[config.mk]
export PLATFORM = sky130hd
export DESIGN_NAME = mem_port_arbiter
export DESIGN_NICKNAME = d
export VERILOG_FILES = /design/src/rtl/mem_port_arbiter.sv
export SDC_FILE = /design/constraint.sdc
export NUM_CORES = 1
export LEC_CHECK = 0
export ABC_AREA = 1
export CAP_MARGIN = 10
export CORE_MARGIN = 10
export CORE_UTILIZATION = 46
export DETAILED_ROUTE_END_ITERATION = 7
export PLACE_DENSITY = 0.95
export SLEW_MARGIN = 30
export SYNTH_ARGS = -nofsm -noshare
export SYNTH_HDL_FRONTEND = slang
export SYNTH_SLANG_ARGS = --single-unit
[constraint.sdc]
create_clock -name clk -period 7.4 [get_ports clk]
set_clock_uncertainty 0.2 [all_clocks]
set_input_delay 0.74 -clock clk [delete_from_list [all_inputs] [get_ports clk]]
set_output_delay 0.74 -clock clk [all_outputs]
set_load 0.02 [all_outputs]
[src/rtl/mem_port_arbiter.sv]
// mem_port_arbiter: shares one unified memory port between instruction fetch
// (port 0, "if") and load/store (port 1, "ls"). One transaction in flight at
// a time; load/store has priority, and a starvation counter forces a fetch
// grant after STARVE_LIMIT consecutive lost arbitrations.
//
// Optional build macro: MEM_PORT_ALIGN_CHECK_EN
//   When defined, adds if_resp_err/ls_resp_err. A misaligned accepted request
//   (addr[1:0] != 0) skips the memory access and responds with err=1, rdata=0.
//
// Note: despite its name, nreset is an active-high asynchronous reset.
//
// state | meaning
// ------+-------------------------------------------------------------
// IDLE  | ready to accept one request; readies driven combinationally
// ISSUE | mem_en pulse, latched request presented on the memory port
// WAIT  | memory latency countdown, captures mem_rdata at terminal count
// RESP  | one-cycle response strobe to the winning requester

module mem_port_arbiter #(
    parameter int AW           = 32,
    parameter int DW           = 32,
    parameter int MEM_LAT      = 1,
    parameter int STARVE_LIMIT = 4
) (
    input  logic          clk,
    input  logic          nreset,
    input  logic          if_valid,
    output logic          if_ready,
    input  logic [AW-1:0] if_addr,
    output logic          if_resp_valid,
    output logic [DW-1:0] if_resp_rdata,
`ifdef MEM_PORT_ALIGN_CHECK_EN
    output logic          if_resp_err,
`endif
    input  logic          ls_valid,
    output logic          ls_ready,
    input  logic [AW-1:0] ls_addr,
    input  logic [DW-1:0] ls_wdata,
    input  logic          ls_rw,
    output logic          ls_resp_valid,
    output logic [DW-1:0] ls_resp_rdata,
`ifdef MEM_PORT_ALIGN_CHECK_EN
    output logic          ls_resp_err,
`endif
    output logic          mem_en,
    output logic [AW-1:0] mem_addr,
    output logic [DW-1:0] mem_wdata,
    output logic          mem_rw,
    input  logic [DW-1:0] mem_rdata
);

    typedef enum logic [1:0] {
        IDLE  = 2'd0,
        ISSUE = 2'd1,
        WAIT  = 2'd2,
        RESP  = 2'd3
    } state_t;

    localparam logic [3:0] LAT_LOAD   = 4'(MEM_LAT - 1);
    localparam logic [3:0] STARVE_MAX = 4'(STARVE_LIMIT);

    state_t        r_state;
    state_t        w_next_state;
    logic          r_owner_ls;
    logic [AW-1:0] r_addr;
    logic [DW-1:0] r_wdata;
    logic          r_rw;
    logic          r_err;
    logic [3:0]    r_lat_cnt;
    logic [3:0]    r_starve_cnt;
    logic [DW-1:0] r_if_rdata;
    logic [DW-1:0] r_ls_rdata;

    logic          w_idle;
    logic          w_fetch_turn;
    logic          w_grant_ls;
    logic          w_grant_if;
    logic          w_accept;
    logic          w_misalign;
    logic          w_capture;
    logic [AW-1:0] w_sel_addr;

    // Readies are suppressed while reset is held so every output reads 0.
    assign w_idle       = (r_state == IDLE) && !nreset;
    assign w_fetch_turn = (r_starve_cnt == STARVE_MAX);
    assign w_grant_ls   = ls_valid && !(if_valid && w_fetch_turn);
    assign w_grant_if   = if_valid && !w_grant_ls;
    assign w_accept     = w_idle && (if_valid || ls_valid);
    assign w_sel_addr   = w_grant_ls ? ls_addr : if_addr;

`ifdef MEM_PORT_ALIGN_CHECK_EN
    assign w_misalign   = (w_sel_addr[1:0] != 2'b00);
`else
    assign w_misalign   = 1'b0;
`endif

    assign mem_addr      = r_addr;
    assign mem_wdata     = r_wdata;
    assign mem_rw        = r_rw;
    assign if_resp_rdata = r_if_rdata;
    assign ls_resp_rdata = r_ls_rdata;

    // State register.
    always_ff @(posedge clk or posedge nreset) begin
        if (nreset) begin
            r_state <= IDLE;
        end else begin
            r_state <= w_next_state;
        end
    end

    // Next-state logic and state-decoded outputs.
    always_comb begin
        w_next_state  = r_state;
        w_capture     = 1'b0;
        mem_en        = 1'b0;
        if_ready      = 1'b0;
        ls_ready      = 1'b0;
        if_resp_valid = 1'b0;
        ls_resp_valid = 1'b0;
        unique case (r_state)
            IDLE: begin
                if_ready = w_idle && w_grant_if;
                ls_ready = w_idle && w_grant_ls;
                if (w_accept) begin
                    w_next_state = w_misalign ? RESP : ISSUE;
                end
            end
            ISSUE: begin
                mem_en       = 1'b1;
                w_next_state = WAIT;
            end
            WAIT: begin
                if (r_lat_cnt == 4'd0) begin
                    w_capture    = 1'b1;
                    w_next_state = RESP;
                end
            end
            RESP: begin
                if_resp_valid = !r_owner_ls;
                ls_resp_valid = r_owner_ls;
                w_next_state  = IDLE;
            end
            default: w_next_state = IDLE;
        endcase
    end

`ifdef MEM_PORT_ALIGN_CHECK_EN
    assign if_resp_err = if_resp_valid && r_err;
    assign ls_resp_err = ls_resp_valid && r_err;
`endif

    // Request latch, latency down-counter and response data capture.
    always_ff @(posedge clk or posedge nreset) begin
        if (nreset) begin
            r_owner_ls <= 1'b0;
            r_addr     <= '0;
            r_wdata    <= '0;
            r_rw       <= 1'b0;
            r_err      <= 1'b0;
            r_lat_cnt  <= 4'd0;
            r_if_rdata <= '0;
            r_ls_rdata <= '0;
        end else begin
            if (w_accept) begin
                r_owner_ls <= w_grant_ls;
                r_addr     <= w_sel_addr;
                r_wdata    <= w_grant_ls ? ls_wdata : '0;
                r_rw       <= w_grant_ls && ls_rw;
                r_err      <= w_misalign;
                // A rejected misaligned request still gets its data cleared.
                if (w_misalign) begin
                    if (w_grant_ls) begin
                        r_ls_rdata <= '0;
                    end else begin
                        r_if_rdata <= '0;
                    end
                end
            end
            if (r_state == ISSUE) begin
                r_lat_cnt <= LAT_LOAD;
            end else if (r_state == WAIT && r_lat_cnt != 4'd0) begin
                r_lat_cnt <= r_lat_cnt - 4'd1;
            end
            if (w_capture) begin
                if (r_owner_ls) begin
                    r_ls_rdata <= r_rw ? '0 : mem_rdata;
                end else begin
                    r_if_rdata <= mem_rdata;
                end
            end
        end
    end

    // Starvation counter: counts fetch losses while fetch is requesting.
    always_ff @(posedge clk or posedge nreset) begin
        if (nreset) begin
            r_starve_cnt <= 4'd0;
        end else if (w_accept) begin
            if (w_grant_if) begin
                r_starve_cnt <= 4'd0;
            end else if (if_valid && r_starve_cnt != STARVE_MAX) begin
                r_starve_cnt <= r_starve_cnt + 4'd1;
            end
        end
    end

endmodule

**Word-level counts from Yosys, hierarchy flattened**

Cells that the tools add are included.

- Register bits: 140
- Bits of input ports: 133
- Output and inout port bits: 134
- Word-level logic and storage cells: 60

- Add/subtract/negate cells: 2
- Equality and inequality tests: 7
- Multiplexer cells: 17
- Bitwise gates (word level): 1
- Reductions and logical operators: 24

Operator list:

| operator | count |
|---|---|
| 2-to-1 mux 32 bit | 3 |
| 2-to-1 mux 4 bit | 4 |
| logical AND 1 bit | 10 |
| case mux 2 bit (4 select lines) | 1 |
| AND reduction 2 bit | 4 |
| 2-to-1 mux 1 bit | 7 |
| adder 4 x 1 -> 4 bit, second input constant | 1 |
| == test 2 bit, second input constant | 2 |
| == test 4 x 3 -> 1 bit, second input constant | 1 |
| zero test 1 bit | 4 |
| zero test 4 bit | 1 |
| 2-to-1 mux 2 bit | 2 |
| inequality test 2 bit, second input constant | 2 |
| inequality test 4 x 3 -> 1 bit, second input constant | 1 |
| nonzero test 2 bit | 2 |
| nonzero test 4 bit | 1 |
| subtractor 4 x 1 -> 4 bit, second input constant | 1 |
| == test 2 x 1 -> 1 bit, second input constant | 1 |
| zero test 2 bit | 1 |
| logical OR 1 bit | 1 |
| NOT 1 bit | 1 |

**Longest topological paths before layout**

- Word-level depth: 8
- Depth in mapped cells: 10
- Mapped depth without buffers: 9

**Worst setup path before layout**

OpenSTA, ideal clock, no wires.

- Path type: input port to output port
- Start point: in nreset
- End point: out if_ready
- Arrival: 4.907 ns
- Required time: 6.460 ns
- Path slack: 1.553 ns
- Cell stages on the path: 3
- Buffers on the path: 0
- Cell sequence: inv_1 nand3_1 nor2_1

- Cells in the longest elaborated chain, start to end: 4

RTL lines:

| item | line | text |
|---|---|---|
| from (decl) | 26 | `input logic nreset,` |
| zero test 1 bit (no line) | n/a |  |
| logical AND 1 bit | 84 | `assign w_idle = (r_state == IDLE) && !nreset;` |
| logical AND 1 bit | 123 | `if_ready = w_idle && w_grant_if;` |
| 2-to-1 mux 1 bit | 121 | `unique case (r_state)` |
| to (decl) | 28 | `output logic if_ready,` |

No other way between the ends.

**Final worst setup path**

- Start point: in if_valid
- End point: out ls_ready

- Cells in the longest elaborated chain, start to end: 5

RTL lines:

| item | line | text |
|---|---|---|
| from (decl) | 27 | `input logic if_valid,` |
| logical AND 1 bit | 86 | `assign w_grant_ls = ls_valid && !(if_valid && w_fetch_turn);` |
| zero test 1 bit | 86 |  |
| logical AND 1 bit | 86 |  |
| logical AND 1 bit | 124 | `ls_ready = w_idle && w_grant_ls;` |
| 2-to-1 mux 1 bit | 121 |  |
| to (decl) | 36 | `output logic ls_ready,` |

No other way between the ends.

==> out/metrics.cfg <==
[sta]
finalSetupViolCount=0
fin_tns_setup_ps=0
fin_crit_sh=0.6347
worst_pin_slew_ps=739.2
rsz0062_at_grt=no
setup_ws_ps=2703
hold_violations=0
fin_crit_ps=4697
relSlewSlack=0.5060
slew_violations=0
max_freq_mhz=212.9

[worst_hold_path]
min_delay_worst_endpoint=mem_wdata[7]
hold_depth=2
worstHoldPathType=flip-flop to flip-flop
hold_start=mem_wdata[7]

[yosys]
avgSynthCellArea_um2=7.986
synth_edf_count=0
seq_area_frac_synth=0.5610
synthesis.area_um2=6245
synth_cell_types=22
ys.flop_type=dfrtp_1
syn_inst=782
ys_warn_count=0
synthArstFlopShare=1.000
synth-seq-cells=140
syn_nets=922

[grt]
track_usage=0.2109
antenna_found_initial=0
grt_pass1_wl_um=30710
overflow=0
grt_pass1_vias=5929
grt_max_degree=81

[route]
first_iter_violations=409
first_pass_iters=4
dr_total_vias=5931
drt-total-wl_um=20050
wl_per_cell_um=16.45
viasPerCell=4.865
drc_errors=0
postRouteAntennaNets=0

[clock_tree]
numCtsBuffers=17
clk_latency_ps=410
post_cts_buffers=0
clk_pin_slew_worst_paths_ps=50
cts_max_level=4
cts_tree=built
clockBufferDepth=2
cts_num_sinks=140
root_buffer=clkbuf_16
postCtsResizedCells=0
holdBufCountCts=0

[cells_and_area]
register_area_um2=3503
mostFrequentLayoutCells=317 x nand2_1, 266 x clkdlybuf4s50_1, 140 x dfrtp_1, 113 x inv_1, 75 x nand3_1
multi_input_area_um2=2138
syn2layout_area_growth_pct=54.00
layout_commonest_cell=nand2_1
fill_cells=943
design_area_um2=9617
post-route-util=0.7233
layout.nets=1172
drive_gt1_frac=0.03835
diodes=0

[setup_path]
cpPeakStageDelay_ps=740
rrSetupSlack_ps=4470
rr_endpoint=mem_wdata[15]
crit_arrival_ps=3760
crit_family=simple AND/OR/NAND/NOR gates
required_ps=6460
cp-start-kind=input pin
end_kind=output pin
worstRegToRegCells=9
r2r_start=r_starve_cnt[0]
cp_slowest_cell=clkdlybuf4s50_1
crit_type=input pin to output pin
crit_chain=clkdlybuf4s50_1 -> nand2_1 -> inv_1 -> nand2_2 -> nand2_4 -> nor2_4 -> clkdlybuf4s50_1
cp_max_fo=35
path_buf_inv=3
cpMostUsedCell=clkdlybuf4s50_1

[floorplanning]
num_io_pins=267
die_area_um2=18640
die_h_um=136.5
die_x_um=136.5
rows=42
coreArea_um2=13300
start_util=0.4697

[place]
dp_slack_ps=2733
hpwl_um=14960
portBuffers=266
placed_cell_area_um2=8995
routabilityCongestion=0.8220

[power_and_ir_drop]
ir_drop_uv=189.2
power_density_nw_per_um2=450.4
power_mw=4.331
total_leakage_power_nw=4.953

[outcome]
status=completed

[job]
cap_violations=0

Yosys cell counts, types with 2 or more instances:
master	number	share of area
clkbuf_1	9	0.0054
nand3_2	2	0.0032
nand3_1	75	0.060
buf_4	3	0.0036
ha_1	7	0.014
dfrtp_1	140	0.56
o21ai_0	67	0.054
nand2_1	317	0.19
buf_1	6	0.0036
nor2_1	10	0.0060
buf_2	20	0.016
inv_1	115	0.069
inv_2	2	0.0012
layer usage:
metal	global-route usage	part of all wire	wire length, µm	vias up
met4	0.08402	0.024	484	0
met1	0.2271	0.36	7224	2820
li1	-	-	-	2876
met5	0	0	0	-
met3	0.05755	0.071	1426	37
met2	0.3826	0.54	10920	198
per-stage QoR:
step,std cells,hold slack [ps]
final,1219,277.1
after global routing,1219,298.1
after CTS,1219,280.3
after detailed placement,1189,265.3
after global placement,1189,261.8
after floorplan,782,290.1
worst min-delay path: cells and delay by family (launching register included):
kind / cells / cell delay [ps]
simple gates: 2 / 100
flops: 1 / 340
logic make-up after synthesis:
group                      synth area share
and+or+nand+nor                      0.2675
adders and majority gates           0.01402
AOI/OAI and AO/OA                   0.05851
buffers and inverters               0.09898
DFF                                  0.5610
sequential cells by signal (all words and copies together), names as in the netlist:
register       count
mem_addr          32
r_lat_cnt          4
mem_wdata         32
ls_resp_rdata     32
mem_rw             1
r_starve_cnt       4
r_owner_ls         1
r_state            2
if_resp_rdata     32
how the worst max path moves through the flow:
stage / from / endpoint / slack [ps] / cells after the start
finish: if_valid / ls_ready / 2700 / 7
global route: if_valid / ls_ready / 2500 / 7
CTS: if_valid / ls_ready / 2710 / 7
detailed placement: if_valid / ls_ready / 2730 / 7
global placement: if_valid / ls_ready / 2800 / 7
floorplan: nreset / if_ready / 1550 / 3
layout make-up:
| type | instances | share of cell area |
|---|---|---|
| Sequential cell | 140 | 0.3643 |
| Timing Repair Buffer | 269 | 0.2796 |
| Multi-Input combinational cell | 487 | 0.2224 |
| Clock buffer | 23 | 0.04762 |
| Inverter | 117 | 0.04619 |
| Tap cell | 176 | 0.02290 |
| Clock inverter | 7 | 0.01704 |
where the power goes:
group	switching [mW]	internal (mW)	leakage (nW)
Clock	0.302	0.603	0.301
Sequential	0.223	1.15	1.75
Combinational	1.16	0.895	2.90
Total	1.69	2.64	4.95
Power figures use the tool's default switching activity.
